===== config.mk =====
export PLATFORM = sky130hd
export DESIGN_NAME = seq_stream_loader_flat
export DESIGN_NICKNAME = d
export VERILOG_FILES = /design/src/rtl/seq_stream_loader_if.sv /design/src/rtl/seq_stream_loader.sv /design/src/flat_wrapper.sv
export SDC_FILE = /design/constraint.sdc
export NUM_CORES = 1
export LEC_CHECK = 0
export ABC_AREA = 1
export BUFFER_PORTS_ARGS = -buffer_cell sky130_fd_sc_hd__buf_4
export CORE_MARGIN = 10
export CORE_UTILIZATION = 54
export CTS_BUF_LIST = sky130_fd_sc_hd__clkbuf_16
export DETAILED_ROUTE_END_ITERATION = 6
export GPL_TIMING_DRIVEN = 0
export PLACE_DENSITY = 0.81
export REMOVE_ABC_BUFFERS = 1
export SYNTH_ARGS = -nofsm -noshare
export SYNTH_HDL_FRONTEND = slang
export SYNTH_SLANG_ARGS = --single-unit

===== constraint.sdc =====
create_clock -name clk -period 12.1 [get_ports clk]
set_input_delay 0.605 -clock clk [delete_from_list [all_inputs] [get_ports clk]]
set_output_delay 0.605 -clock clk [all_outputs]
set_load 0.1 [all_outputs]

===== src/rtl/seq_stream_loader_if.sv =====
// Beat-stream and result bundle between the input interface, the loader and the scoring array.
// master drives the load controls and beats; slave is the loader itself.
interface seq_stream_loader_if #(
  parameter int NUM_CH       = 2,
  parameter int LETTER_WIDTH = 2,
  parameter int SEQ_LENGTH   = 32,
  parameter int INPUT_WIDTH  = 8
);
  localparam int LEN_W = $clog2(SEQ_LENGTH + 1);

  logic                                     start;
  logic [LEN_W-1:0]                         seq_len;
  logic                                     abort;
  logic                                     in_valid;
  logic                                     in_ready;
  logic [NUM_CH*INPUT_WIDTH-1:0]            in_data;
  logic [NUM_CH*SEQ_LENGTH*LETTER_WIDTH-1:0] seq_out;
  logic [LEN_W-1:0]                         seq_len_out;
  logic                                     out_valid;
  logic                                     out_release;
  logic                                     err;

  modport master (
    output start, seq_len, abort, in_valid, in_data, out_release,
    input  in_ready, seq_out, seq_len_out, out_valid, err
  );

  modport slave (
    input  start, seq_len, abort, in_valid, in_data, out_release,
    output in_ready, seq_out, seq_len_out, out_valid, err
  );
endinterface


===== src/rtl/seq_stream_loader.sv =====
// Loads NUM_CH letter sequences in lockstep from a valid/ready beat stream and holds
// the result for the scoring array until it is released or aborted.
module seq_stream_loader #(
  parameter int NUM_CH       = 2,
  parameter int LETTER_WIDTH = 2,
  parameter int SEQ_LENGTH   = 32,
  parameter int INPUT_WIDTH  = 8
) (
  input logic               clk,
  input logic               rst,
  seq_stream_loader_if.slave bus
);
  localparam int LPB      = INPUT_WIDTH / LETTER_WIDTH;
  localparam int NUM_REGS = SEQ_LENGTH / LPB;
  localparam int LEN_W    = $clog2(SEQ_LENGTH + 1);
  localparam int CNT_W    = $clog2(NUM_REGS + 1);

  typedef enum logic [1:0] {IDLE, LOAD, FULL} state_t;

  state_t                 state_q, state_d;
  logic [INPUT_WIDTH-1:0] regs_q [NUM_CH][NUM_REGS];
  logic [INPUT_WIDTH-1:0] regs_d [NUM_CH][NUM_REGS];
  logic [CNT_W-1:0]       beat_cnt_q, beat_cnt_d;
  logic [CNT_W-1:0]       beats_needed_q, beats_needed_d;
  logic [LEN_W-1:0]       seq_len_q, seq_len_d;
  logic                   err_q, err_d;

  logic                   len_legal;
  logic [LEN_W:0]         len_round;
  logic [CNT_W-1:0]       beats_for_len;
  logic [LEN_W:0]         k_idx;
  logic [INPUT_WIDTH-1:0] masked_beat [NUM_CH];

  assign len_legal     = (bus.seq_len != '0) && (bus.seq_len <= LEN_W'(SEQ_LENGTH));
  assign len_round     = {1'b0, bus.seq_len} + (LEN_W+1)'(LPB - 1);
  assign beats_for_len = CNT_W'(len_round / (LEN_W+1)'(LPB));

  // Letters past the latched length are zeroed so the array never sees stale tails.
  always_comb begin
    k_idx = '0;
    for (int c = 0; c < NUM_CH; c++) begin
      masked_beat[c] = '0;
      for (int j = 0; j < LPB; j++) begin
        k_idx = (LEN_W+1)'(beat_cnt_q) * (LEN_W+1)'(LPB) + (LEN_W+1)'(j);
        if (k_idx < {1'b0, seq_len_q}) begin
          masked_beat[c][j*LETTER_WIDTH +: LETTER_WIDTH] =
            bus.in_data[c*INPUT_WIDTH + j*LETTER_WIDTH +: LETTER_WIDTH];
        end
      end
    end
  end

  always_comb begin
    state_d        = state_q;
    regs_d         = regs_q;
    beat_cnt_d     = beat_cnt_q;
    beats_needed_d = beats_needed_q;
    seq_len_d      = seq_len_q;
    err_d          = 1'b0;

    case (state_q)
      IDLE: begin
        if (bus.start) begin
          if (len_legal) begin
            regs_d         = '{default: '0};
            seq_len_d      = bus.seq_len;
            beats_needed_d = beats_for_len;
            beat_cnt_d     = '0;
            state_d        = LOAD;
          end else begin
            err_d = 1'b1;
          end
        end
      end

      LOAD: begin
        if (bus.abort) begin
          regs_d         = '{default: '0};
          beat_cnt_d     = '0;
          beats_needed_d = '0;
          seq_len_d      = '0;
          state_d        = IDLE;
        end else begin
          err_d = bus.start;
          if (bus.in_valid) begin
            for (int c = 0; c < NUM_CH; c++) begin
              for (int r = 0; r < NUM_REGS; r++) begin
                if (CNT_W'(r) == beat_cnt_q) begin
                  regs_d[c][r] = masked_beat[c];
                end
              end
            end
            beat_cnt_d = beat_cnt_q + CNT_W'(1);
            if (beat_cnt_q == beats_needed_q - CNT_W'(1)) begin
              state_d = FULL;
            end
          end
        end
      end

      FULL: begin
        if (bus.abort) begin
          regs_d         = '{default: '0};
          beat_cnt_d     = '0;
          beats_needed_d = '0;
          seq_len_d      = '0;
          state_d        = IDLE;
        end else begin
          err_d = bus.start;
          if (bus.out_release) begin
            state_d = IDLE;
          end
        end
      end

      default: state_d = IDLE;
    endcase
  end

  always_ff @(posedge clk or posedge rst) begin
    if (rst) begin
      state_q        <= IDLE;
      regs_q         <= '{default: '0};
      beat_cnt_q     <= '0;
      beats_needed_q <= '0;
      seq_len_q      <= '0;
      err_q          <= 1'b0;
    end else begin
      state_q        <= state_d;
      regs_q         <= regs_d;
      beat_cnt_q     <= beat_cnt_d;
      beats_needed_q <= beats_needed_d;
      seq_len_q      <= seq_len_d;
      err_q          <= err_d;
    end
  end

  always_comb begin
    bus.seq_out = '0;
    for (int c = 0; c < NUM_CH; c++) begin
      for (int r = 0; r < NUM_REGS; r++) begin
        bus.seq_out[(c*NUM_REGS + r)*INPUT_WIDTH +: INPUT_WIDTH] = regs_q[c][r];
      end
    end
  end

  assign bus.in_ready    = (state_q == LOAD);
  assign bus.out_valid   = (state_q == FULL);
  assign bus.seq_len_out = seq_len_q;
  assign bus.err         = err_q;
endmodule

===== src/flat_wrapper.sv =====
// flat-port wrapper written by rule: the top's interface ports become plain ports
module seq_stream_loader_flat 
#(
  parameter int NUM_CH       = 2,
  parameter int LETTER_WIDTH = 2,
  parameter int SEQ_LENGTH   = 32,
  parameter int INPUT_WIDTH  = 8
)
  (clk, rst, bus_start, bus_seq_len, bus_abort, bus_in_valid, bus_in_data, bus_out_release, bus_in_ready, bus_seq_out, bus_seq_len_out, bus_out_valid, bus_err);
  seq_stream_loader_if #(.NUM_CH(NUM_CH), .LETTER_WIDTH(LETTER_WIDTH), .SEQ_LENGTH(SEQ_LENGTH), .INPUT_WIDTH(INPUT_WIDTH)) bus_i ();
  input logic clk;
  input logic rst;
  input wire logic [$bits(bus_i.start)-1:0] bus_start;
  input wire logic [$bits(bus_i.seq_len)-1:0] bus_seq_len;
  input wire logic [$bits(bus_i.abort)-1:0] bus_abort;
  input wire logic [$bits(bus_i.in_valid)-1:0] bus_in_valid;
  input wire logic [$bits(bus_i.in_data)-1:0] bus_in_data;
  input wire logic [$bits(bus_i.out_release)-1:0] bus_out_release;
  output wire logic [$bits(bus_i.in_ready)-1:0] bus_in_ready;
  output wire logic [$bits(bus_i.seq_out)-1:0] bus_seq_out;
  output wire logic [$bits(bus_i.seq_len_out)-1:0] bus_seq_len_out;
  output wire logic [$bits(bus_i.out_valid)-1:0] bus_out_valid;
  output wire logic [$bits(bus_i.err)-1:0] bus_err;
  assign bus_i.start = bus_start;
  assign bus_i.seq_len = bus_seq_len;
  assign bus_i.abort = bus_abort;
  assign bus_i.in_valid = bus_in_valid;
  assign bus_i.in_data = bus_in_data;
  assign bus_i.out_release = bus_out_release;
  assign bus_in_ready = bus_i.in_ready;
  assign bus_seq_out = bus_i.seq_out;
  assign bus_seq_len_out = bus_i.seq_len_out;
  assign bus_out_valid = bus_i.out_valid;
  assign bus_err = bus_i.err;
  seq_stream_loader #(.NUM_CH(NUM_CH), .LETTER_WIDTH(LETTER_WIDTH), .SEQ_LENGTH(SEQ_LENGTH), .INPUT_WIDTH(INPUT_WIDTH)) u_core (.clk(clk), .rst(rst), .bus(bus_i));
endmodule

==> reports/metrics.cfg <==
[placed_design]
hpwl_um=12790
dp_cells=1036
io_buffer_count=164
place_congestion=0.8259

[setup_path]
path_depth=9
max_stage_delay_ns=0.56
cp_top_family=simple AND/OR/NAND/NOR gates
worstPathCellList=inv_1 > ha_1 > inv_1 > nor2_4 > inv_1 > a21oi_1 > nor3_4 > nand2_2 > o21ai_0
start_kind=flip-flop
reg2reg_depth=9
crit_start=u_core.state_q[1]
critical_path_class=reg2reg
path_max_fanout=25
r2r_start=u_core.state_q[1]
worstPathArrival_ns=3.17
slowest_stage=nor2_4
endpoint_kind=flip-flop
crit_buf_inv=3
critPathRequiredTime_ns=12.37
cp_common_cell=inv_1

[sta]
rsz0062_at_grt=no
fmax_ghz=0.3452
hold_viol=0
worst_pin_slew_ns=0.8815
finalSetupViolCount=0
fin_crit_ns=2.897
tns_ns=0
slew_headroom=0.4109
skew_ns=0.006531
min_period_over_period=0.2394
maxSlewViolCount=0

[die]
floorplan.die_area_sq_mm=0.01714
coreArea_sq_mm=0.01201
fp-row-count=40
initial_core_util=0.5532
ios=165
die_y_um=130.9
die_x_um=130.9

[global_route]
grt_usage=0.2188
antenna_found_initial=0
grt_pass1_wl_um=28880
grt_max_degree=79
grt_overflow_total=0
grt_pass1_vias=5496

[synthesis]
yosys_warnings=0
yosysTopAreaCell=dfrtp_1
synth_cell_types=31
synth_flop_cell=dfrtp_1
synth_area_sq_mm=0.006645
postSynthAreaPerCell_sq_um=8.837
synth_area_leaders=dfrtp_1, nand2_1, nand3_1, inv_1, nor2_1
synth_seq_cells=145
ys_async_sr_fraction=1.000
synth_top_area_share=0.5460
synthCells=752
synth_edf_count=0
ys_seq_area_frac=0.5460

[routing]
via_per_inst=5.287
drtIter0Drc=613
wire_per_inst_um=17.41
finalWirelength_um=18600
ant_nets=0
route.detailed.drc=0
dr.pass1.iters=5
via_count=5646

[min_path]
hold_class=in2async

[clocking]
postCtsSetupBuffers=0
clockBufferDepth=2
cts_root_buf=clkbuf_16
htreeDepth=4
ctsResizeCount=0
clk_pin_slew_ns=0.06
worstSkewPairLatency_ns=0.42
ctsHoldBuffers=0
numCtsBuffers=17
cts.sinks=145
cts_tree=yes

[finish]
nets=950
layout-drive-gt1-share=0.2519
n_antenna_cell=0
area_growth_syn_to_layout_pct=27.41
n_fill_cell=954
stdcell_count=1068

[run_status]
status=finished, final reports clean

[run]
drv_cap=0

## final timing paths
| check | to | slack, ns |
|---|---|---|
| worst max-delay path | u_core.bus.seq_out[90] | 9.20 |
| worst min-delay path | u_core.bus.seq_len_out[0] | 0.26 |
| min in group clk | u_core.bus.err | 0.44 |
| max in group asynchronous | u_core.bus.seq_out[34] | 11.04 |
| worst max register to register | u_core.bus.seq_out[90] | 9.20 |
| worst min register to register | u_core.bus.seq_out[17] | 0.48 |
## Yosys cell counts (5+ instances only)
| cell type | n |
|---|---|
| a21oi_1 | 8 |
| buf_2 | 11 |
| buf_6 | 13 |
| dfrtp_1 | 145 |
| ha_1 | 14 |
| inv_1 | 66 |
| nand2_1 | 243 |
| nand2_2 | 6 |
| nand3_1 | 55 |
| nand4_1 | 18 |
| nor2_1 | 60 |
| nor3_4 | 5 |
| o21ai_0 | 45 |
| o21ai_1 | 21 |
| o21ai_2 | 19 |
## placed cells by master, fill, tap and decap left out
cell,synthesis,routed
nand2_4,1,1
o21bai_1,1,1
nor2_4,2,3
inv_6,0,2
nand4_4,3,3
buf_16,0,2
bufinv_16,0,3
xor2_1,1,1
o21ai_0,45,45
inv_1,66,66
nand3_1,55,55
and3_1,1,1
nand3_2,1,1
nor2_1,60,60
clkbuf_16,0,17
buf_4,3,164
nand2_2,6,6
a21oi_1,8,8
and2_1,1,1
o21ai_2,19,19
nor3_4,5,5
nand4_1,18,18
or2_2,1,1
dfrtp_1,145,145
nor3_1,2,2
nor4_1,1,1
clkinv_1,1,7
o21ai_1,21,21
nand4_2,1,1
clkinv_2,0,3
ha_1,14,14
nand2_1,243,243
clkinvlp_4,0,1
## routing by layer
layer,vias to the layer above,track usage,wire length [um]
met5,-,0,0
met4,0,0.08698,393
met3,38,0.06084,1331
met2,207,0.3485,8806
met1,2667,0.2770,8067
li1,2734,-,-
## cell type report
type	instances	area, sq um	share of cell area
clock buffers	17	425.4	0.05024
clock inverters	15	147.6	0.01744
inverters	67	256.5	0.03029
multi-input cells	511	2539	0.2998
flip-flops and latches	145	3628	0.4286
well taps	147	183.9	0.02172
repair buffers	166	1286	0.1519
## flip-flops by register name (all words and copies together), names as in the netlist
name / count
u_core.bus.seq_out: 128
u_core.bus.seq_len_out: 6
u_core.beat_cnt_q: 4
u_core.beats_needed_q: 4
u_core.state_q: 2
u_core.bus.err: 1
## stage by stage
step	area [sq um]	utilization	setup WS, ns	hold slack [ns]
2_1_floorplan	6414	-	7.600	0.4530
3_3_place_gp	7829	0.6518	5.976	0.4645
3_5_place_dp	7894	0.6572	9.251	0.4667
4_1_cts	8467	0.7049	9.196	0.2938
5_1_grt	8467	0.7049	8.941	0.3189
6_report	8467	0.7049	9.203	0.2641
## cells by family after synthesis
logic type | count (synthesis) | synth area share
buf+inv | 96 | 0.07268
compound gates | 94 | 0.08191
xor+xnor | 1 | 0.001318
simple gates | 402 | 0.2717
flops | 145 | 0.5460
fa+ha+maj | 14 | 0.02636
Power is left out: the tool's default activity adds up to more than one toggle a clock period on the data nets, which glitch-free logic cannot reach.
